===== config.mk =====
export PLATFORM = sky130hd
export DESIGN_NAME = uart_tx_fifo
export DESIGN_NICKNAME = d
export VERILOG_FILES = /design/src/rtl/uart_tx_fifo.sv
export SDC_FILE = /design/constraint.sdc
export NUM_CORES = 1
export LEC_CHECK = 0
export ABC_AREA = 1
export CAP_MARGIN = 20
export CORE_MARGIN = 2
export CORE_UTILIZATION = 62
export DETAILED_ROUTE_END_ITERATION = 8
export PLACE_DENSITY = 0.83
export SLEW_MARGIN = 20
export SYNTH_ARGS = -nofsm -noshare
export SYNTH_HDL_FRONTEND = slang
export SYNTH_SLANG_ARGS = --single-unit

===== constraint.sdc =====
create_clock -name clk -period 3.6 [get_ports clk]
set_clock_uncertainty 0.2 [all_clocks]
set_input_delay 0.54 -clock clk [delete_from_list [all_inputs] [get_ports clk]]
set_output_delay 0.54 -clock clk [all_outputs]
set_load 0.01 [all_outputs]

===== src/rtl/uart_tx_fifo.sv =====
// UART transmitter with a small byte FIFO in front of the serialiser.
// Latency: a byte pushed into an empty idle block drives its start bit from the next edge.
// Backpressure: tx_ready drops while the FIFO is full; refused pushes set a sticky overflow.
//
// Ports:
//   clk, rst        rising-edge clock, synchronous active-high reset
//   tx_valid        a byte is presented on tx_data_in
//   tx_data_in      byte to transmit
//   tx_ready        FIFO not full (push = tx_valid & tx_ready)
//   tx_data_out     serial line, idles high; 1 start, 8 data LSB first, 1 stop
//   tx_busy         a frame is on the line
//   tx_done         one-cycle pulse as a stop bit completes
//   fifo_count      bytes waiting in the FIFO (excludes the byte being shifted)
//   overflow        sticky: a push was attempted while tx_ready was low
module uart_tx_fifo #(
  parameter int CLKS_PER_BIT = 3,
  parameter int FIFO_DEPTH   = 4,
  parameter int ADDR_W       = 2
) (
  input  logic              clk,
  input  logic              rst,
  input  logic              tx_valid,
  input  logic [7:0]        tx_data_in,
  output logic              tx_ready,
  output logic              tx_data_out,
  output logic              tx_busy,
  output logic              tx_done,
  output logic [ADDR_W:0]   fifo_count,
  output logic              overflow
);

  localparam int CW = (CLKS_PER_BIT > 2) ? $clog2(CLKS_PER_BIT) : 1;
  localparam logic [CW-1:0]   CNT_LAST = CW'(CLKS_PER_BIT - 1);
  localparam logic [ADDR_W:0] FULL_CNT = (ADDR_W + 1)'(FIFO_DEPTH);

  typedef enum logic [1:0] {IDLE, START, DATA, STOP} state_t;

  state_t            state, state_nxt;
  logic [CW-1:0]     clk_cnt, clk_cnt_nxt;
  logic [2:0]        bit_idx, bit_idx_nxt;
  logic [7:0]        shift, shift_nxt;
  logic              line_nxt, done_nxt;

  logic [7:0]        mem [FIFO_DEPTH];
  logic [ADDR_W-1:0] wr_ptr, rd_ptr;
  logic              push, pop, has_data, bit_last;

  assign tx_ready = (fifo_count != FULL_CNT);
  assign push     = tx_valid && tx_ready;
  assign has_data = (fifo_count != '0);
  assign bit_last = (clk_cnt == CNT_LAST);
  assign tx_busy  = (state != IDLE);

  // Storage is not reset; only the pointers and count define what is valid.
  always_ff @(posedge clk) begin
    if (push) begin
      mem[wr_ptr] <= tx_data_in;
    end
  end

  always_ff @(posedge clk) begin
    if (rst) begin
      wr_ptr     <= '0;
      rd_ptr     <= '0;
      fifo_count <= '0;
      overflow   <= 1'b0;
    end else begin
      if (push) wr_ptr <= wr_ptr + 1'b1;
      if (pop)  rd_ptr <= rd_ptr + 1'b1;
      case ({push, pop})
        2'b10:   fifo_count <= fifo_count + 1'b1;
        2'b01:   fifo_count <= fifo_count - 1'b1;
        default: fifo_count <= fifo_count;
      endcase
      if (tx_valid && !tx_ready) overflow <= 1'b1;
    end
  end

  always_ff @(posedge clk) begin
    if (rst) begin
      state       <= IDLE;
      clk_cnt     <= '0;
      bit_idx     <= '0;
      shift       <= '0;
      tx_data_out <= 1'b1;
      tx_done     <= 1'b0;
    end else begin
      state       <= state_nxt;
      clk_cnt     <= clk_cnt_nxt;
      bit_idx     <= bit_idx_nxt;
      shift       <= shift_nxt;
      tx_data_out <= line_nxt;
      tx_done     <= done_nxt;
    end
  end

  always_comb begin
    state_nxt   = state;
    clk_cnt_nxt = clk_cnt;
    bit_idx_nxt = bit_idx;
    shift_nxt   = shift;
    line_nxt    = tx_data_out;
    done_nxt    = 1'b0;
    pop         = 1'b0;
    case (state)
      IDLE: begin
        line_nxt = 1'b1;
        if (has_data) begin
          pop         = 1'b1;
          shift_nxt   = mem[rd_ptr];
          state_nxt   = START;
          line_nxt    = 1'b0;
          clk_cnt_nxt = '0;
        end
      end
      START: begin
        if (bit_last) begin
          clk_cnt_nxt = '0;
          bit_idx_nxt = '0;
          state_nxt   = DATA;
          line_nxt    = shift[0];
        end else begin
          clk_cnt_nxt = clk_cnt + CW'(1);
        end
      end
      DATA: begin
        if (bit_last) begin
          clk_cnt_nxt = '0;
          if (bit_idx == 3'd7) begin
            state_nxt = STOP;
            line_nxt  = 1'b1;
          end else begin
            // Next bit is shift[1], which becomes shift[0] after this edge.
            shift_nxt   = shift >> 1;
            line_nxt    = shift[1];
            bit_idx_nxt = bit_idx + 3'd1;
          end
        end else begin
          clk_cnt_nxt = clk_cnt + CW'(1);
        end
      end
      STOP: begin
        if (bit_last) begin
          done_nxt    = 1'b1;
          clk_cnt_nxt = '0;
          if (has_data) begin
            // Chain straight into the next start bit: no idle gap.
            pop       = 1'b1;
            shift_nxt = mem[rd_ptr];
            state_nxt = START;
            line_nxt  = 1'b0;
          end else begin
            state_nxt = IDLE;
            line_nxt  = 1'b1;
          end
        end else begin
          clk_cnt_nxt = clk_cnt + CW'(1);
        end
      end
      default: begin
        state_nxt = IDLE;
        line_nxt  = 1'b1;
      end
    endcase
  end

endmodule


# --- Word-level counts from Yosys, hierarchy flattened ---
# Memories as Yosys holds them, arrays and structs flattened. A register that Yosys moved wholly into a read port is not among the register bits.
# Cells that the tools add are included.
totals:
  register_bits: 25
  mem_bits_rw: 32
  in_bits: 11
  output_inout_bits: 8
  word_cells: 81
  n_memories: 1
memory_table:
  columns: ["memory", "words", "width", "rd", "rd_ports_with_merged_regs", "write_ports", "line", "text"]
  rows:
  - ["mem", 4, 8, 1, 1, 1, "44", "logic [7:0] mem [FIFO_DEPTH];"]
classes:
  add_sub_neg: 6
  n_eq_ne: 14
  mux: 34
  n_bitwise: 1
  n_reduce_logical: 15
op_table:
  columns: ["operator", "n"]
  rows:
  - ["8-bit two-way mux", 4]
  - ["8-bit case mux with 3 select lines", 1]
  - ["2-bit two-way mux", 9]
  - ["2-bit inequality test, second input constant", 6]
  - ["3-bit case mux with 2 select lines", 2]
  - ["1-bit two-way mux", 11]
  - ["3-bit two-way mux", 3]
  - ["2-bit equality test, second input constant", 4]
  - ["2-bit case mux with 4 select lines", 1]
  - ["4-bit AND reduction", 2]
  - ["2-bit by 1-bit adder with 2-bit output, second input constant", 3]
  - ["3-bit by 1-bit adder with 3-bit output, second input constant", 2]
  - ["2-bit nonzero test", 3]
  - ["3-bit nonzero test", 2]
  - ["5-bit AND reduction", 1]
  - ["2-bit by 1-bit equality test with 1-bit output, second input constant", 2]
  - ["1-bit case mux with 4 select lines", 1]
  - ["2-bit case mux with 2 select lines", 1]
  - ["3-bit equality test, second input constant", 1]
  - ["3-bit inequality test, second input constant", 1]
  - ["3-bit AND reduction", 1]
  - ["3-bit OR reduction", 1]
  - ["3-bit by 1-bit subtractor with 3-bit output, second input constant", 1]
  - ["1-bit logical AND", 2]
  - ["other kinds (5)", 5]

# --- Depth between registers and ports, before layout ---
logic_depth:
  ltp_word: 6
  depth_mapped: 14

# --- Worst setup path before layout ---
# No wires, ideal clock.
synth_timing:
  path_kind: "register to register"
  start: "reg state[0]"
  end: "reg fifo_count[2]"
  setup_ns: 0.122
  arrival_time_ns: 2.024
  required_time_ns: 3.278
  slack_ns: 1.254
  stages_incl_launch_ff: 15
  period_less_slack_ns: 2.346
  path_cell_list: "dfxtp_1 -> inv_1 -> ha_1 -> inv_1 -> nand2_1 -> inv_1 -> nand2_1 -> inv_2 -> ha_1 -> inv_1 -> fa_1 -> a21oi_1 -> o21ai_0 -> o21ai_0 -> a21oi_1"
synth_between:
  elab_chain_len: 4
synth_rtl:
  columns: ["element", "line", "text"]
  rows:
  - ["start, declared", "38", "state_t state, state_nxt;"]
  - ["start signal, assigned", "88", "state <= state_nxt;"]
  - ["2-bit equality test or 2-bit zero test (tied branches)", "105", "case (state)"]
  - ["1-bit case mux with 2 select lines (*)", "105", null]
  - ["named net pop", "46", "logic push, pop, has_data, bit_last;"]
  - ["2-bit by 1-bit equality test with 1-bit output or 2-bit equality test (tied branches)", "70", "case ({push, pop})"]
  - ["3-bit case mux with 2 select lines or 2-bit nonzero test (tied branches)", null, null]
  - ["end signal, assigned", "71", "2'b10: fifo_count <= fifo_count + 1'b1;"]
  - ["end signal, assigned", "72", "2'b01: fifo_count <= fifo_count - 1'b1;"]
  - ["end signal, assigned", "73", "default: fifo_count <= fifo_count;"]
  - ["end, declared", "28", "output logic [ADDR_W:0] fifo_count,"]
# The timed path passes the listed nets; every way through them passes the cells marked *.
# A chain may end at the register's enable or synchronous reset.

# --- Final worst setup path ---
# Same ends and word-level chain as after synthesis.

==> metrics.txt <==
# TYPE chip_impl_metric gauge
chip_impl_metric{name="worstSkewPairLatency",unit="ps"} 330
chip_impl_metric{name="ctsLongestPathBuffers",unit=""} 2
chip_impl_info{name="cts_root_buf",value="clkbuf_8"} 1
chip_impl_metric{name="post-route-min-period",unit="ps"} 2652
chip_impl_metric{name="stdcell_area",unit="µm²"} 3113
chip_impl_metric{name="start_util",unit="%"} 63.69
chip_impl_metric{name="post_synth.cell_area_avg",unit="µm²"} 8.827
chip_impl_metric{name="first_global_vias",unit=""} 1987
chip_impl_metric{name="postSynthRegisterBits",unit=""} 59
chip_impl_metric{name="fillers",unit=""} 332
chip_impl_metric{name="die-area",unit="µm²"} 4991
chip_impl_metric{name="fmax",unit="MHz"} 377.0
chip_impl_metric{name="timing.final.max_slew_violations",unit=""} 0
chip_impl_metric{name="grt_max_degree",unit=""} 18
chip_impl_metric{name="worst_ep_arrival_time",unit="ps"} 2670
chip_impl_metric{name="gp_routability_congestion",unit=""} 0.8881
chip_impl_metric{name="grt_first_pass_wirelength",unit="mm"} 8.818
chip_impl_metric{name="detailedRoute.firstIterationViolations",unit=""} 198
chip_impl_metric{name="grt-ovfl-total",unit=""} 0
chip_impl_metric{name="hold_buffers",unit=""} 0
chip_impl_metric{name="via_count",unit=""} 2055
chip_impl_metric{name="area_taken_by_multi_input_logic_gates",unit="µm²"} 1017
chip_impl_metric{name="p_leak",unit="nW"} 1.358
chip_impl_metric{name="die-width",unit="µm"} 70.65
chip_impl_metric{name="ys.warnings.count",unit=""} 0
chip_impl_metric{name="detail_route.first_pass.iterations",unit=""} 4
chip_impl_metric{name="pin_count",unit=""} 19
chip_impl_metric{name="cts_post_setup_buffers_inserted",unit=""} 0
chip_impl_metric{name="syn-num-nets",unit=""} 336
chip_impl_metric{name="cts.sinks",unit=""} 59
chip_impl_metric{name="core_area",unit="µm²"} 4324
chip_impl_metric{name="dp_hpwl",unit="mm"} 3.431
chip_impl_metric{name="timing_hold_violations_final",unit=""} 0
chip_impl_metric{name="finalSetupViolCount",unit=""} 0
chip_impl_info{name="holdCritPathClass",value="reg -> reg"} 1
chip_impl_metric{name="postRouteAntennaNets",unit=""} 0
chip_impl_metric{name="clk_transition_reported_paths",unit="ps"} 60
chip_impl_metric{name="numCtsBuffers",unit=""} 9
chip_impl_metric{name="part_of_the_cycle_the_worst_path_needs",unit="%"} 73.67
chip_impl_metric{name="cts.repair.resized",unit=""} 0
chip_impl_info{name="cts_tree",value="yes"} 1
chip_impl_metric{name="finish.net_count",unit=""} 357
chip_impl_metric{name="syn-cell-area",unit="µm²"} 2754
chip_impl_metric{name="placed_area",unit="µm²"} 2934
chip_impl_metric{name="inserted_diodes",unit=""} 0
chip_impl_info{name="critPathCaptureType",value="flop"} 1
chip_impl_metric{name="area_delta_synth_final",unit="%"} 13.04
chip_impl_metric{name="route.final.wire_length",unit="mm"} 5.114
chip_impl_metric{name="ff_latch_area",unit="µm²"} 1501
chip_impl_metric{name="drt-vias-per-instance",unit=""} 5.269
chip_impl_metric{name="drive_gt1_share",unit="%"} 8.876
chip_impl_metric{name="htreeDepth",unit=""} 3
chip_impl_info{name="timing.setup.critical_path_class",value="reg -> reg"} 1
chip_impl_info{name="grt_setup_unrepaired",value="no"} 1
chip_impl_metric{name="tightest_slew",unit="ps"} 754.0
chip_impl_metric{name="drc",unit=""} 0
chip_impl_info{name="outcome",value="finished clean"} 1
chip_impl_metric{name="routed_wire_length_per_instance",unit="µm"} 13.11
chip_impl_metric{name="post_synth_inst_count",unit=""} 312
chip_impl_metric{name="pwr_density_cell",unit="nW/µm²"} 815.4
chip_impl_metric{name="power.ir.vdd_worst",unit="V"} 0.0004816
chip_impl_metric{name="timing.max_slew.rel_slack",unit="%"} 49.55
chip_impl_metric{name="die_height",unit="µm"} 70.65
chip_impl_info{name="worst_setup_path_start_kind",value="flop"} 1
chip_impl_metric{name="antenna_found_initial",unit=""} 0
chip_impl_metric{name="fp-row-count",unit=""} 24
chip_impl_metric{name="setup-tns-final",unit="ps"} 0
chip_impl_metric{name="max_cap_violations",unit=""} 0
chip_impl_metric{name="worst-path-max-fanout",unit=""} 5
chip_impl_metric{name="global_route.usage.total",unit="%"} 22.91
chip_impl_metric{name="synth.yosys.seq_area_share",unit="%"} 54.52
chip_impl_metric{name="port_buffers",unit=""} 18
chip_impl_metric{name="required",unit="ps"} 3620
chip_impl_metric{name="post_synth_num_cell_types",unit=""} 27
[metrics by stage]
step	cells	power [mW]	setup slack, ps	hold slack [ps]	utilization [%]
5_1_grt	390	2.752	687.8	282.7	71.99
3_5_place_dp	374	1.984	976.8	247.6	67.85
6_report	390	2.538	947.7	261.6	71.99
4_1_cts	390	2.544	956.2	255.8	71.99
2_1_floorplan	312	1.742	1254	247.4	-
3_3_place_gp	374	1.935	1121	237.4	67.85
[path summary, 6_finish.rpt]
kind | slack (ps) | cells after the start | end | from
setup / recovery | 950 | 14 | fifo_count[2]$_SDFFE_PP0P_ | state[0]$_SDFFE_PP0P_
hold / removal | 260 | 2 | overflow$_SDFFE_PP0P_ | overflow$_SDFFE_PP0P_
setup reg to reg | 950 | 14 | fifo_count[2]$_SDFFE_PP0P_ | state[0]$_SDFFE_PP0P_
hold reg to reg | 260 | 2 | overflow$_SDFFE_PP0P_ | overflow$_SDFFE_PP0P_
[cells in the final DEF, fill, tap and decap left out]
master / instances
nor2_1: 31
nand3_2: 2
bufinv_16: 1
o21ai_0: 9
clkinv_2: 2
or2_1: 1
dfxtp_1: 27
o21ai_2: 1
clkbuf_1: 4
o211ai_1: 1
clkdlybuf4s50_1: 18
inv_2: 4
nor2_2: 1
a21oi_1: 24
nand4_1: 1
nand2_2: 6
a211oi_1: 1
nand2_1: 84
inv_1: 39
edfxtp_1: 32
ha_1: 12
nor3_1: 1
xor2_1: 1
inv_6: 1
o21ai_1: 1
clkbuf_8: 9
fa_1: 1
nor2_4: 2
a21oi_2: 1
nand3_1: 20
[report_power, final]
part / switching (mW) / total (mW) / leakage [nW] / internal, mW
clock network: 0.237 / 0.555 / 0.0914 / 0.318
logic: 0.647 / 1.01 / 0.750 / 0.366
registers: 0.119 / 0.970 / 0.516 / 0.851
[area by class of cell]
type	count	area share (%)
Clock buffer	13	4.461
Clock inverter	3	1.286
Inverter	44	5.466
Multi-Input combinational cell	201	32.68
Sequential cell	59	48.23
Tap cell	52	2.090
Timing Repair Buffer	18	5.788
[cell usage after synthesis]
library cell   n  area, µm²
a211oi_1       1      7.510
a21oi_1       24      120.1
a21oi_2        1      8.760
buf_2          4      20.02
buf_6          4      45.04
dfxtp_1       27      540.5
edfxtp_1      32      960.9
fa_1           1      20.02
ha_1          12      150.1
inv_1         39      146.4
inv_2          4      15.01
inv_6          1      8.760
nand2_1       84      315.3
nand2_2        6      37.54
nand3_1       20      100.1
nand3_2        2      20.02
nand4_1        1      6.260
nor2_1        31      116.4
nor2_2         1      6.260
nor2_4         2      22.52
nor3_1         1      5.000
o211ai_1       1      7.510
o21ai_0        9      45.04
o21ai_1        1      5.000
o21ai_2        1      8.760
or2_1          1      6.260
xor2_1         1      8.760
[state kept, by name, indices dropped and copies added, names as in the netlist, named ones only]
| register | count |
|---|---|
| bit_idx | 3 |
| clk_cnt | 2 |
| fifo_count | 3 |
| mem | 32 |
| overflow | 1 |
| rd_ptr | 2 |
| shift | 8 |
| state | 2 |
| tx_data_out | 1 |
| tx_done | 1 |
| wr_ptr | 2 |
[logic make-up after synthesis]
kind of cell | synth area share [%]
AND/OR/NAND/NOR | 23.08
adder cells (fa/ha/maj) | 6.179
XOR/XNOR | 0.3181
flip-flops | 54.52
AO/OA/AOI/OAI | 7.360
buffers and inverters | 8.541
[metal layers]
metal	part of all wire [%]	track usage (%)	vias up
met2	48	38.36	52
li1	-	-	1046
met1	44	27.69	943
met3	5.8	7.123	14
met4	2.2	9.434	0
met5	0	0	-
[worst max-delay path: stages, from the launching register on]
cell     delay, ps
dfxtp_1        410
inv_1          120
ha_1           320
inv_1           90
nand2_1         90
inv_1           80
nand2_1         80
inv_2           80
ha_1           140
inv_1           60
fa_1           370
a21oi_1        140
o21ai_0        130
o21ai_0        190
a21oi_1         50
Power figures use the tool's default switching activity.
